## src/rtl/if_fetch.sv

```systemverilog
// ---------------------------------------------------------------------------
// if_fetch -- instruction-fetch stage
//
// Owns the program counter, presents it to a combinational instruction
// source, and buffers {pc, instr} pairs in a small FIFO for decode.
// Branch/jump redirects flush the buffer and reload the pc; misaligned or
// out-of-range fetch targets park the stage in FAULT until a good redirect.
//
// Ports:
//   clk            rising-edge clock
//   rst_n          asynchronous active-low reset
//   imem_addr      byte address to the instruction source (== fetch pc)
//   imem_instr     32-bit word returned combinationally for imem_addr
//   redirect_valid restart fetch at redirect_pc this cycle
//   redirect_pc    new fetch target
//   out_valid      FIFO head holds a valid entry
//   out_ready      decode accepts the head this cycle
//   out_pc         pc of the head entry
//   out_instr      instruction of the head entry
//   fetch_fault    high while in FAULT
//
// Handshake: a head entry transfers on any rising edge where
// out_valid && out_ready. out_valid never depends on out_ready, and the head
// (out_pc/out_instr) is stable while out_valid is high and not yet accepted,
// except that a redirect flushes the buffer and discards the head.
// ---------------------------------------------------------------------------
module if_fetch #(
    parameter logic [31:0] RESET_PC   = 32'h0000_0000,
    parameter int unsigned FIFO_DEPTH = 2,
    parameter int unsigned IMEM_BYTES = 131072
) (
    input  logic        clk,
    input  logic        rst_n,
    output logic [31:0] imem_addr,
    input  logic [31:0] imem_instr,
    input  logic        redirect_valid,
    input  logic [31:0] redirect_pc,
    output logic        out_valid,
    input  logic        out_ready,
    output logic [31:0] out_pc,
    output logic [31:0] out_instr,
    output logic        fetch_fault
);

    // FIFO_DEPTH is a power of two, so pointers wrap naturally at PW bits.
    localparam int PW = (FIFO_DEPTH > 1) ? $clog2(FIFO_DEPTH) : 1;
    localparam int CW = $clog2(FIFO_DEPTH + 1);
    localparam logic [32:0] IMEM_LIMIT = 33'(IMEM_BYTES);
    localparam logic [CW-1:0] DEPTH_C  = CW'(FIFO_DEPTH);

    typedef enum logic {
        ST_RUN   = 1'b0,
        ST_FAULT = 1'b1
    } state_t;

    state_t          state_q,    state_d;
    logic [31:0]     fetch_pc_q, fetch_pc_d;
    logic [CW-1:0]   count_q,    count_d;
    logic [PW-1:0]   rd_ptr_q,   rd_ptr_d;
    logic [PW-1:0]   wr_ptr_q,   wr_ptr_d;
    logic [31:0]     pc_mem_q    [FIFO_DEPTH];
    logic [31:0]     pc_mem_d    [FIFO_DEPTH];
    logic [31:0]     instr_mem_q [FIFO_DEPTH];
    logic [31:0]     instr_mem_d [FIFO_DEPTH];

    logic pop;
    logic push;
    logic fetch_legal;
    logic redirect_ok;

    // 33-bit compare so addr + 3 cannot wrap into a false pass near 2^32.
    function automatic logic addr_legal(input logic [31:0] addr);
        addr_legal = (({1'b0, addr} + 33'd3) < IMEM_LIMIT);
    endfunction

    always_comb begin
        state_d     = state_q;
        fetch_pc_d  = fetch_pc_q;
        count_d     = count_q;
        rd_ptr_d    = rd_ptr_q;
        wr_ptr_d    = wr_ptr_q;
        pc_mem_d    = pc_mem_q;
        instr_mem_d = instr_mem_q;

        fetch_legal = addr_legal(fetch_pc_q);
        redirect_ok = (redirect_pc[1:0] == 2'b00) && addr_legal(redirect_pc);
        pop         = out_valid && out_ready;
        push        = (state_q == ST_RUN) && fetch_legal &&
                      ((count_q < DEPTH_C) || pop) && !redirect_valid;

        if (redirect_valid) begin
            // Flush wins over any same-cycle pop; the head is discarded.
            count_d    = '0;
            rd_ptr_d   = '0;
            wr_ptr_d   = '0;
            fetch_pc_d = redirect_pc;
            state_d    = redirect_ok ? ST_RUN : ST_FAULT;
        end else begin
            if (push) begin
                pc_mem_d[wr_ptr_q]    = fetch_pc_q;
                instr_mem_d[wr_ptr_q] = imem_instr;
                wr_ptr_d              = wr_ptr_q + PW'(1);
                fetch_pc_d            = fetch_pc_q + 32'd4;
            end else if ((state_q == ST_RUN) && !fetch_legal) begin
                // Sequential fetch ran off the end of memory; pc holds.
                state_d = ST_FAULT;
            end

            if (pop) begin
                rd_ptr_d = rd_ptr_q + PW'(1);
            end

            case ({push, pop})
                2'b10:   count_d = count_q + CW'(1);
                2'b01:   count_d = count_q - CW'(1);
                default: count_d = count_q;
            endcase
        end
    end

    always_ff @(posedge clk or negedge rst_n) begin
        if (!rst_n) begin
            state_q    <= ST_RUN;
            fetch_pc_q <= RESET_PC;
            count_q    <= '0;
            rd_ptr_q   <= '0;
            wr_ptr_q   <= '0;
            for (int i = 0; i < FIFO_DEPTH; i++) begin
                pc_mem_q[i]    <= '0;
                instr_mem_q[i] <= '0;
            end
        end else begin
            state_q     <= state_d;
            fetch_pc_q  <= fetch_pc_d;
            count_q     <= count_d;
            rd_ptr_q    <= rd_ptr_d;
            wr_ptr_q    <= wr_ptr_d;
            pc_mem_q    <= pc_mem_d;
            instr_mem_q <= instr_mem_d;
        end
    end

    assign imem_addr   = fetch_pc_q;
    assign out_valid   = (count_q != '0);
    assign out_pc      = pc_mem_q[rd_ptr_q];
    assign out_instr   = instr_mem_q[rd_ptr_q];
    assign fetch_fault = (state_q == ST_FAULT);

endmodule

```

## config.mk

```make
export PLATFORM = sky130hd
export DESIGN_NAME = if_fetch
export DESIGN_NICKNAME = d
export VERILOG_FILES = /design/src/rtl/if_fetch.sv
export SDC_FILE = /design/constraint.sdc
export NUM_CORES = 1
export LEC_CHECK = 0
export BUFFER_PORTS_ARGS = -buffer_cell sky130_fd_sc_hd__buf_4
export CORE_ASPECT_RATIO = 0.8
export CORE_MARGIN = 4
export CORE_UTILIZATION = 45
export CTS_CLUSTER_SIZE = 40
export DETAILED_ROUTE_END_ITERATION = 10
export PLACE_DENSITY_LB_ADDON = 0.1
export RECOVER_POWER = 25
export SYNTH_ARGS = -nofsm -noshare
export SYNTH_HDL_FRONTEND = slang
export SYNTH_SLANG_ARGS = --single-unit
```

## constraint.sdc

```tcl
create_clock -name clk -period 4.4 [get_ports clk]
set_input_delay 0.88 -clock clk [delete_from_list [all_inputs] [get_ports clk]]
set_output_delay 0.88 -clock clk [all_outputs]
set_load 0.05 [all_outputs]
```

## Word-level counts from Yosys, hierarchy flattened

Index checks and enable logic that the tools add are counted.

- Register bits: 165
- Input bits: 68
- Output and inout port bits: 98
- Logic and storage cells: 69

- Add/subtract/negate cells: 7
- Magnitude comparators: 6
- Equal/unequal tests: 3
- Multiplexer cells: 22
- Bitwise operators: 4
- Reductions and logical operators: 18

Operators by type and width:

| kind | number |
|---|---|
| $mux 32 | 9 |
| $bwmux 64 | 2 |
| $add 32x2->33 const B | 2 |
| $lt 33x18->1 const B | 2 |
| $add 32x3->32 const B | 1 |
| $demux 32 s1 | 1 |
| $mux 1 | 8 |
| $reduce_bool 2->1 | 4 |
| $logic_and 1x1->1 | 7 |
| $ge 2x2->1 const B | 2 |
| $not 1->2 | 2 |
| $pmux 2 s2 | 1 |
| $reduce_and 2->1 | 2 |
| $reduce_bool 3->1 | 1 |
| $add 1x1->1 const B | 2 |
| $add 2x1->2 const B | 1 |
| $eq 2x1->1 const B | 1 |
| $eq 2x2->1 const B | 1 |
| $logic_not 1->1 | 2 |
| $logic_not 2->1 | 1 |
| $lt 2x1->1 const B | 1 |
| $lt 2x2->1 const B | 1 |
| $mux 2 | 1 |
| $ne 2x2->1 const B | 1 |
| 3 further kinds | 4 |

## Logic depth before layout (Yosys ltp)

Gate-level depths: netlist (run 1).

- Depth in word-level cells: 8
- Depth in mapped cells: 13
- Gate-level depth less buffers: 10

## Least setup slack after synthesis (run 1)

No wires, ideal clock.

- Path kind: reg-to-reg
- Start: register fetch_pc_q[22], in the netlist imem_addr[22]
- End: register pc_mem_q[13] in the netlist's numbering
- Arrival time: 3.353 ns
- Data required time: 4.275 ns
- Slack: 0.922 ns
- Stages on the path, launching flop included: 13
- Buffers on the path: 4
- Clock period less this slack: 3.478 ns
- Cells stage by stage: dfrtp_1 -> buf_4 -> nand3_1 -> or3_1 -> nor4_1 -> a22oi_1 -> or4b_1 -> buf_2 -> nor2_2 -> and3_1 -> buf_2 -> buf_4 -> mux2_2

- Longest elaborated chain between the ends: 6

RTL lines:

| item | RTL line | RTL |
|---|---|---|
| from (decl) | 57 | `logic [31:0] fetch_pc_q, fetch_pc_d;` |
| from (signal assigned) | 134 | `fetch_pc_q <= fetch_pc_d;` |
| $add 32x2->33 | 73 | `addr_legal = (({1'b0, addr} + 33'd3) < IMEM_LIMIT);` |
| $lt 33x18->1 | 73 |  |
| $logic_and 1x1->1 (2 in series) | 88 | `push = (state_q == ST_RUN) && fetch_legal &&` |
| $logic_and 1x1->1 | 89 | `((count_q < DEPTH_C) \|\| pop) && !redirect_valid;` |
| $reduce_and 2->1 (no source line) | -- |  |
| to (signal assigned) | 138 | `pc_mem_q <= pc_mem_d;` |
| to (decl) | 61 | `logic [31:0] pc_mem_q [FIFO_DEPTH];` |

No other way between the ends.
A chain may end at the register's enable or synchronous reset.

## Worst setup path in the final report (run 1)

- Start: register fetch_pc_q[5], in the netlist imem_addr[5]
- End: register instr_mem_q[56] in the netlist's numbering

- Longest elaborated chain between the ends: 6

RTL lines:

| item | RTL line | RTL |
|---|---|---|
| $add 32x2->33 | 73 |  |
| $lt 33x18->1 | 73 |  |
| $logic_and 1x1->1 (2 in series) | 88 |  |
| $logic_and 1x1->1 | 89 |  |
| $reduce_and 2->1 (no source line) | -- |  |
| to (signal assigned) | 139 | `instr_mem_q <= instr_mem_d;` |
| to (decl) | 63 | `logic [31:0] instr_mem_q [FIFO_DEPTH];` |

No other way between the ends.

==> impl_metrics.yaml, run 1 <==
finish:
  num-nets-final: 844
  fillers: 1400
  fin_cells: 1007
  antenna-diode-count: 0
  drive_above_1_share: 0.4409
  final_util: 0.5875
  area_growth_pct: 26.50
logic_synthesis:
  synth_top_area_frac: 0.5320
  syn_area_sq_um: 7761
  synth_cell_types: 52
  synth_seq_area_share: 0.5320
  yosysWarnings: 0
  synth.avg_cell_area_sq_um: 12.60
  async_reset_ff_frac: 1.000
  syn_nets: 685
  ys_top_cells_by_count: "dfrtp_1, mux2_2, mux2_1"
  synthCells: 616
  synth_area_leaders: "dfrtp_1, mux2_2, mux2_1"
  ys_ff_latch: 165
  synth-edff-count: 0
  synth_most_common_cell: "dfrtp_1"
  yosys.area.top_type: "dfrtp_1"
  synth_ff_type: "dfrtp_1"
sta:
  clock.fmax_mhz: 256.8
  timing.final.ws_setup_ps: 505.2
  setup_tns_ps: 0
  slew_viol_final: 150
  setup_viol: 0
  finalHoldViolCount: 0
  worst_pin_slew_ps: 2691
  fin_crit_ps: 3895
  relSlewSlack: -0.7940
  min_period_over_period: 0.8852
  fin_skew_ps: 10.24
  rsz0062_at_grt: "false"
global_route:
  grt_busiest_layer: "met2"
  grt_overflow: 0
  grtUsageTotal: 0.1987
  grt_pass1_vias: 5833
  grt_antenna_before_repair: 1
  global_route.usage.met3: 0.05734
  grt_max_degree: 108
  use_met2: 0.3024
  use_met1: 0.2758
  grt_pass1_wl_um: 31050
setup_path:
  crit_type: "reg -> reg"
  path_max_fanout: 23
  r2r_start: "imem_addr[5]"
  crit_arrival_ps: 4200
  r2r_cells: 9
  r2r-end: "instr_mem_q[56]"
  cp-start-kind: "flip-flop"
  worst_ep_required_time_ps: 4700
  critPathCaptureType: "flip-flop"
  reg2reg_slack_ps: 510
hold_path:
  hp-start: "instr_mem_q[40]"
  hold_path.class: "reg -> reg"
  hold_end: "instr_mem_q[40]"
  holdPathStages: 1
outcome:
  violations: "max-capacitance violations, max-slew violations"
  status: "complete, but fails checks"
die:
  die-area_sq_um: 19430
  coreArea_sq_um: 16710
  die-height_um: 125.5
  initial_core_util: 0.4644
  num_io_pins: 166
  die_x_um: 154.8
  rows: 42
drt:
  via_per_inst: 5.466
  ant_nets: 0
  wl_um: 18770
  drc_errors: 0
  dr.pass1.iters: 4
  vias: 5504
  drt_iter0_markers: 284
  wl_per_cell_um: 18.64
cts:
  clock-sinks: 165
  cts_setup_buffers: 0
  cts_hold_buf: 0
  tritoncts: "built"
  cts_buffers: 17
  post_cts_resized: 0
  path_clk_slew_ps: 70
  htree_levels: 4
  clk_path_buf_depth: 2
  clk_latency_ps: 430
  root_buffer: "clkbuf_16"
flow_run:
  cap_violations: 2
power:
  comb_power_share: 0.102
  power.total_mw: 3.315
  p_int_mw: 2.423
  p_sw_mw: 0.8911
  power.density_nw_per_um2: 337.6
  p_seq_frac: 0.484
  pwr-share-clk: 0.414
  swShare: 0.2688
  ir_drop_mv: 0.2712
  leakage_nw: 4.891
placed_design:
  dpl.cell_count: 976
  gp_congestion: 0.7839
  dp_slack_ps: 523.2
  dpl.hpwl_um: 13280
  io_buffer_count: 165
final cells by class:
| cell class | count | area (sq um) | area share |
|---|---|---|---|
| flip-flops and latches | 165 | 4130 | 0.4207 |
| multi-input cells | 407 | 3431 | 0.3494 |
| clock inverters | 12 | 96.34 | 0.009813 |
| clock buffers | 19 | 452.9 | 0.04613 |
| well taps | 220 | 275.3 | 0.02804 |
| repair buffers | 176 | 1403 | 0.1429 |
| inverters | 8 | 30.03 | 0.003058 |
through the flow:
stage	instance area [sq um]	hold WS [ps]
after floorplan	7761	454.1
after global placement	9279	463.2
after detailed placement	9279	470.8
after CTS	9828	484.9
after global routing	9818	500.4
final	9818	483.2
how the worst max path moves through the flow:
stage / startpoint / endpoint / slack [ps]
floorplan: imem_addr[22] / pc_mem_q[13] / 920
global placement: imem_addr[5] / instr_mem_q[32] / 430
detailed placement: imem_addr[5] / instr_mem_q[54] / 520
CTS: imem_addr[5] / instr_mem_q[54] / 480
global route: imem_addr[5] / instr_mem_q[55] / 230
finish: imem_addr[5] / instr_mem_q[56] / 510
power by group through the flow:
stage / Clock [mW] / Combinational [mW] / Sequential, mW
detailed placement: 0 / 0.341 / 1.63
finish: 1.37 / 0.338 / 1.60
global placement: 0 / 0.337 / 1.63
floorplan: 0 / 0.0909 / 1.71
CTS: 1.41 / 0.342 / 1.60
global route: 1.47 / 0.364 / 1.61
metal layers:
| layer | share of wire | vias to the layer above | routed length, um |
|---|---|---|---|
| li1 | - | 2556 | - |
| met1 | 0.47 | 2774 | 8744 |
| met2 | 0.46 | 149 | 8573 |
| met3 | 0.061 | 23 | 1147 |
| met4 | 0.015 | 2 | 281 |
| met5 | 0.0011 | - | 20 |
worst max-delay path, stage by stage, from the launching register on:
cell and delay (ps):
dfrtp_1 520, and4_1 370, and2_1 360, nand4_1 190, o41ai_1 400, and4b_1 290
nand3_2 250, nor4_4 760, buf_12 270, mux2_1 340
cell usage in the layout, fill, tap and decap left out, types with 12 or more instances in the layout:
master	n
buf_4	167
dfrtp_1	164
mux2_2	134
mux2_1	46
nor2b_1	30
nor2_1	25
nand2_1	22
nand4_1	20
clkbuf_16	17
o21ai_0	16
nand3_1	13
xnor2_1	12
state kept, by name, summed over array words and instances, names as in the netlist:
name,count
wr_ptr_q,1
count_q,2
instr_mem_q,64
rd_ptr_q,1
imem_addr,32
pc_mem_q,64
fetch_fault,1
logic make-up (layout without fill, tap and decap cells):
kind of cell | after synthesis | count (layout) | share of synthesized area
multiplexers | 183 | 183 | 0.2650
AO/OA/AOI/OAI | 46 | 46 | 0.03918
buffers and inverters | 44 | 215 | 0.02612
AND/OR/NAND/NOR | 163 | 163 | 0.1203
adder cells (fa/ha/maj) | 1 | 1 | 0.001612
XOR/XNOR | 14 | 14 | 0.01580
flip-flops | 165 | 165 | 0.5320
No activity file was read; power rests on OpenSTA's default activity.
==> run 2: changes to the inputs <==
--- a/config.mk
+++ b/config.mk
@@ -6,13 +6,15 @@
 export NUM_CORES = 1
 export LEC_CHECK = 0
 export BUFFER_PORTS_ARGS = -buffer_cell sky130_fd_sc_hd__buf_4
-export CORE_ASPECT_RATIO = 0.8
+export CORE_ASPECT_RATIO = 1.1
 export CORE_MARGIN = 4
 export CORE_UTILIZATION = 45
 export CTS_CLUSTER_SIZE = 40
 export DETAILED_ROUTE_END_ITERATION = 10
+export HOLD_SLACK_MARGIN = 0.08
 export PLACE_DENSITY_LB_ADDON = 0.1
 export RECOVER_POWER = 25
+export SKIP_LAST_GASP = 1
 export SYNTH_ARGS = -nofsm -noshare
 export SYNTH_HDL_FRONTEND = slang
 export SYNTH_SLANG_ARGS = --single-unit
==> run 2 against run 1 <==
The flow still finishes with violations (max-capacitance violations, max-slew violations). Sequential cell count unchanged. Clock power up 17%. Power is 6.7% higher. Worst setup slack improved by 190 ps. Utilization shrank 0.75 points. Critical path depth grew 1. Register-to-register slack gained 190 ps. Clock skew grew 1.6 ps. Global-route usage down 0.50 points. Routed wire length decreased by 2.0%.
==> impl_metrics.yaml, run 2 (synthesized netlist as in run 1, its figures left out) <==
cts:
  root_buffer: "clkbuf_16"
  clock-sinks: 165
  cts_hold_buf: 0
  htree_levels: 4
  path_clk_slew_ps: 70
  tritoncts: "built"
  post_cts_resized: 0
  clk_latency_ps: 430
  cts_setup_buffers: 0
  clk_path_buf_depth: 2
  cts_buffers: 17
drt:
  vias: 5459
  drt_iter0_markers: 232
  wl_per_cell_um: 18.10
  wl_um: 18390
  dr.pass1.iters: 5
  drc_errors: 0
  ant_nets: 0
  via_per_inst: 5.373
setup_path:
  crit_buf_inv: 1
  cpPeakStageDelay_ps: 490
  worst_ep_required_time_ps: 4710
  critical-path-top-delay-family: "simple AND/OR/NAND/NOR gates"
  crit_type: "reg -> reg"
  critPathCaptureType: "flip-flop"
  cp.depth: 10
  crit_slowest_cell: "dfrtp_1"
  path_max_fanout: 64
  cp-start-kind: "flip-flop"
  reg2reg_slack_ps: 700
  path_cells: "and4_1 -> and2_1 -> nand4_1 -> o41ai_1 -> and4b_1 -> nand3_2 -> nor2_2 -> and3_2 -> buf_12 -> mux2_2"
  crit_arrival_ps: 4010
  r2r_cells: 10
power:
  p_seq_frac: 0.454
  p_int_mw: 2.639
  power.density_nw_per_um2: 359.7
  p_sw_mw: 0.8978
  comb_power_share: 0.094
  pwr-share-clk: 0.452
  swShare: 0.2538
  ir_drop_mv: 0.2505
  power.total_mw: 3.537
  leakage_nw: 4.890
placed_design:
  io_buffer_count: 165
  dpl.hpwl_um: 12500
  place_area_sq_um: 9201
  gp_congestion: 0.9298
sta:
  setup_tns_ps: 0
  finalHoldViolCount: 0
  min_period_over_period: 0.8413
  worst_pin_slew_ps: 2578
  setup_viol: 0
  slew_viol_final: 105
  fin_crit_ps: 3702
  relSlewSlack: -0.7189
  clock.fmax_mhz: 270.2
  fin_skew_ps: 11.79
  rsz0062_at_grt: "false"
global_route:
  grt_max_degree: 106
  grt_pass1_vias: 5869
  grt_pass1_wl_um: 30530
  grt_overflow: 0
  grt_antenna_before_repair: 0
  grtUsageTotal: 0.1937
finish:
  drive_above_1_share: 0.4373
  mostFrequentLayoutCells: "buf_4, dfrtp_1, mux2_2"
  final_util: 0.5800
  fin_area_sq_um: 9833
  layout_commonest_cell: "buf_4"
  antenna-diode-count: 0
  area_growth_pct: 26.70
  num-nets-final: 838
outcome:
  status: "complete, but fails checks"
  violations: "max-capacitance violations, max-slew violations"
die:
  rows: 50
  coreArea_sq_um: 16950
  die-area_sq_um: 19410
  num_io_pins: 166
  initial_core_util: 0.4578
  die_x_um: 133.2
  die-height_um: 145.7
hold_path:
  hold_path.class: "reg -> reg"
  holdPathStages: 1
flow_run:
  cap_violations: 1
[run 2: changes by cell type in the layout (fill, tap and decap cells not counted), moves of 2 or more]
cell       previous run  this run
buf_12                7         3
inv_6                 2         4
clkinv_2              2         0
bufinv_16             0         4
clkinv_4              4         2
[run 2: stage by stage]
| step | cells | hold slack [ps] | setup slack (ps) |
|---|---|---|---|
| global placement | 984 | 462.5 | 881.4 |
| CTS | 1016 | 486.7 | 767.1 |
| detailed placement | 984 | 470.8 | 799.0 |
| finish | 1016 | 479.7 | 698.4 |
| global route | 1016 | 507.9 | 455.9 |
| floorplan | 616 | 454.1 | 922.1 |
[run 2: final timing paths]
| path | from | end |
|---|---|---|
| hold reg to reg | pc_mem_q[48] | pc_mem_q[48] |
| hold / removal | pc_mem_q[48] | pc_mem_q[48] |
| max in group asynchronous | rst_n | rd_ptr_q |
| setup reg to reg | imem_addr[5] | instr_mem_q[22] |
| setup / recovery | imem_addr[5] | instr_mem_q[22] |
| min in group asynchronous | rst_n | instr_mem_q[45] |
[run 2: area by class of cell]
type                       instances  area [sq um]
timing repair buffer             170          1311
clock inverter                    13         195.2
fill                            1391          7121
inverter                           8         30.03
clock buffer                      19         442.9
multi-input combinational        407          3431
tap                              234         292.8
sequential                       165          4130
[run 2: power by group through the flow]
stage	Sequential, mW	Combinational [mW]	Clock (mW)
floorplan	1.71	0.0909	0
global placement	1.63	0.331	0
detailed placement	1.63	0.335	0
CTS	1.60	0.336	1.63
global route	1.61	0.358	1.70
finish	1.61	0.332	1.60
[run 2: routing by layer]
metal,vias to the layer above,track usage,routed length (um)
met1,2724,0.2553,8069
met4,0,0.05453,280
met5,-,0,0
met3,28,0.04703,946
met2,173,0.3204,9091
li1,2534,-,-
==> run 3: changes to the inputs <==
==> constraint.sdc (replaced) <==
create_clock -name clk -period 3.7 [get_ports clk]
set_input_delay 0.74 -clock clk [delete_from_list [all_inputs] [get_ports clk]]
set_output_delay 0.74 -clock clk [all_outputs]
set_load 0.05 [all_outputs]
==> run 3 against run 2 <==
The flow still finishes with violations (max-capacitance violations, max-slew violations). Worst setup slack worse by 490 ps. Critical path depth rose by 1. Count of clock-buffer cells in the layout is 1 lower. Final cell count is 1.4% higher. Largest power group unchanged. Largest cell class unchanged.
==> impl_metrics.yaml, run 3 (synthesized netlist as in run 1, its figures left out) <==
power:
  p_int_mw: 3.020
  pwr-share-clk: 0.434
  power.total_mw: 4.104
  power.density_nw_per_um2: 414.4
  comb_power_share: 0.104
  p_sw_mw: 1.084
  leakage_nw: 4.939
  ir_drop_mv: 0.3215
  swShare: 0.2641
  p_seq_frac: 0.463
die:
  rows: 50
  die-height_um: 145.7
  die_x_um: 133.2
  die-area_sq_um: 19410
  num_io_pins: 166
  coreArea_sq_um: 16950
  initial_core_util: 0.4578
cts:
  clk_latency_ps: 430
  tritoncts: "built"
  cts_buffers: 17
  clk_path_buf_depth: 2
  root_buffer: "clkbuf_16"
  post_cts_resized: 0
  clock-sinks: 165
  path_clk_slew_ps: 70
  htree_levels: 4
  cts_setup_buffers: 0
  cts_hold_buf: 0
sta:
  relSlewSlack: -0.2387
  fin_crit_ps: 3494
  clock.fmax_mhz: 286.2
  setup_viol: 0
  finalHoldViolCount: 0
  min_period_over_period: 0.9443
  rsz0062_at_grt: "true"
  whs_ps: 479.2
  fin_skew_ps: 10.64
  slew_viol_final: 76
  worst_pin_slew_ps: 1858
outcome:
  violations: "max-capacitance violations, max-slew violations"
  status: "complete, but fails checks"
placed_design:
  io_buffer_count: 165
  dpl.hpwl_um: 12920
  dpl.cell_count: 998
  place_area_sq_um: 9306
  gp_congestion: 0.9084
global_route:
  grt_antenna_before_repair: 0
  grt_pass1_wl_um: 30240
  grt_max_degree: 76
  grtUsageTotal: 0.1930
  grt_overflow: 0
  grt_pass1_vias: 5863
setup_path:
  r2r_start: "imem_addr[2]"
  critPathCaptureType: "flip-flop"
  crit_type: "reg -> reg"
  reg2reg_slack_ps: 210
  crit_arrival_ps: 3810
  r2r_cells: 11
  path_max_fanout: 56
  r2r-end: "pc_mem_q[10]"
  worst_ep_required_time_ps: 4010
  cp-start-kind: "flip-flop"
finish:
  antenna-diode-count: 0
  fin_area_sq_um: 9905
  mostFrequentLayoutCells: "buf_4, dfrtp_1, mux2_2"
  layout_commonest_cell: "buf_4"
  fin_cells: 1030
  drive_above_1_share: 0.4485
  area_growth_pct: 27.62
  num-nets-final: 852
flow_run:
  cap_violations: 1
drt:
  dr.pass1.iters: 6
  via_per_inst: 5.466
  wl_um: 18430
  wl_per_cell_um: 17.89
  ant_nets: 0
  drc_errors: 0
  vias: 5630
  drt_iter0_markers: 341
hold_path:
  hold_path.class: "reg -> reg"
  hold_end: "pc_mem_q[49]"
  holdPathStages: 1
  hp-start: "pc_mem_q[49]"
## run 3: worst max path at each step
stage,endpoint,start
detailed placement,pc_mem_q[10],imem_addr[2]
CTS,instr_mem_q[25],imem_addr[2]
global route,instr_mem_q[62],imem_addr[18]
finish,pc_mem_q[10],imem_addr[2]
global placement,pc_mem_q[11],imem_addr[2]
floorplan,pc_mem_q[13],imem_addr[22]
## run 3: power groups by stage
stage | Clock, mW | Combinational (mW) | Sequential, mW
floorplan | 0 | 0.108 | 2.03
global placement | 0 | 0.423 | 1.93
detailed placement | 0 | 0.427 | 1.93
CTS | 1.84 | 0.429 | 1.90
global route | 1.90 | 0.458 | 1.90
finish | 1.78 | 0.425 | 1.90
## run 3: worst max-delay path, stage by stage (launching register included)
cell and delay (ps):
dfrtp_1 510, ha_1 250, and2_1 190, and4_1 290, nand3_1 130, a221oi_1 310, and4b_1 260, nand3_2 260
nor2_4 240, and3_2 220, buf_12 280, mux2_2 380
## run 3: area by class of cell
type                    instances  area, sq um
clock buffers                  18        439.2
clock inverters                14        162.7
fillers                      1390         7049
inverters                       8        30.03
multi-input cells             407         3436
flip-flops and latches        165         4130
well taps                     234        292.8
repair buffers                184         1414
## run 3: stage by stage
step / setup TNS [ps] / setup WS, ps / utilization
finish: 0 / 206.0 / 0.5842
global route: -2.077 / -2.077 / 0.5842
CTS: 0 / 190.0 / 0.5844
detailed placement: 0 / 174.6 / 0.5489
global placement: 0 / 226.5 / 0.5489
floorplan: 0 / 222.1 / -
## run 3: layer usage
| metal | wire length [um] | up-vias | global-route usage |
|---|---|---|---|
| li1 | - | 2575 | - |
| met1 | 7822 | 2802 | 0.2552 |
| met2 | 8996 | 222 | 0.3153 |
| met3 | 1213 | 31 | 0.04184 |
| met4 | 398 | 0 | 0.06842 |
| met5 | 0 | - | 0 |
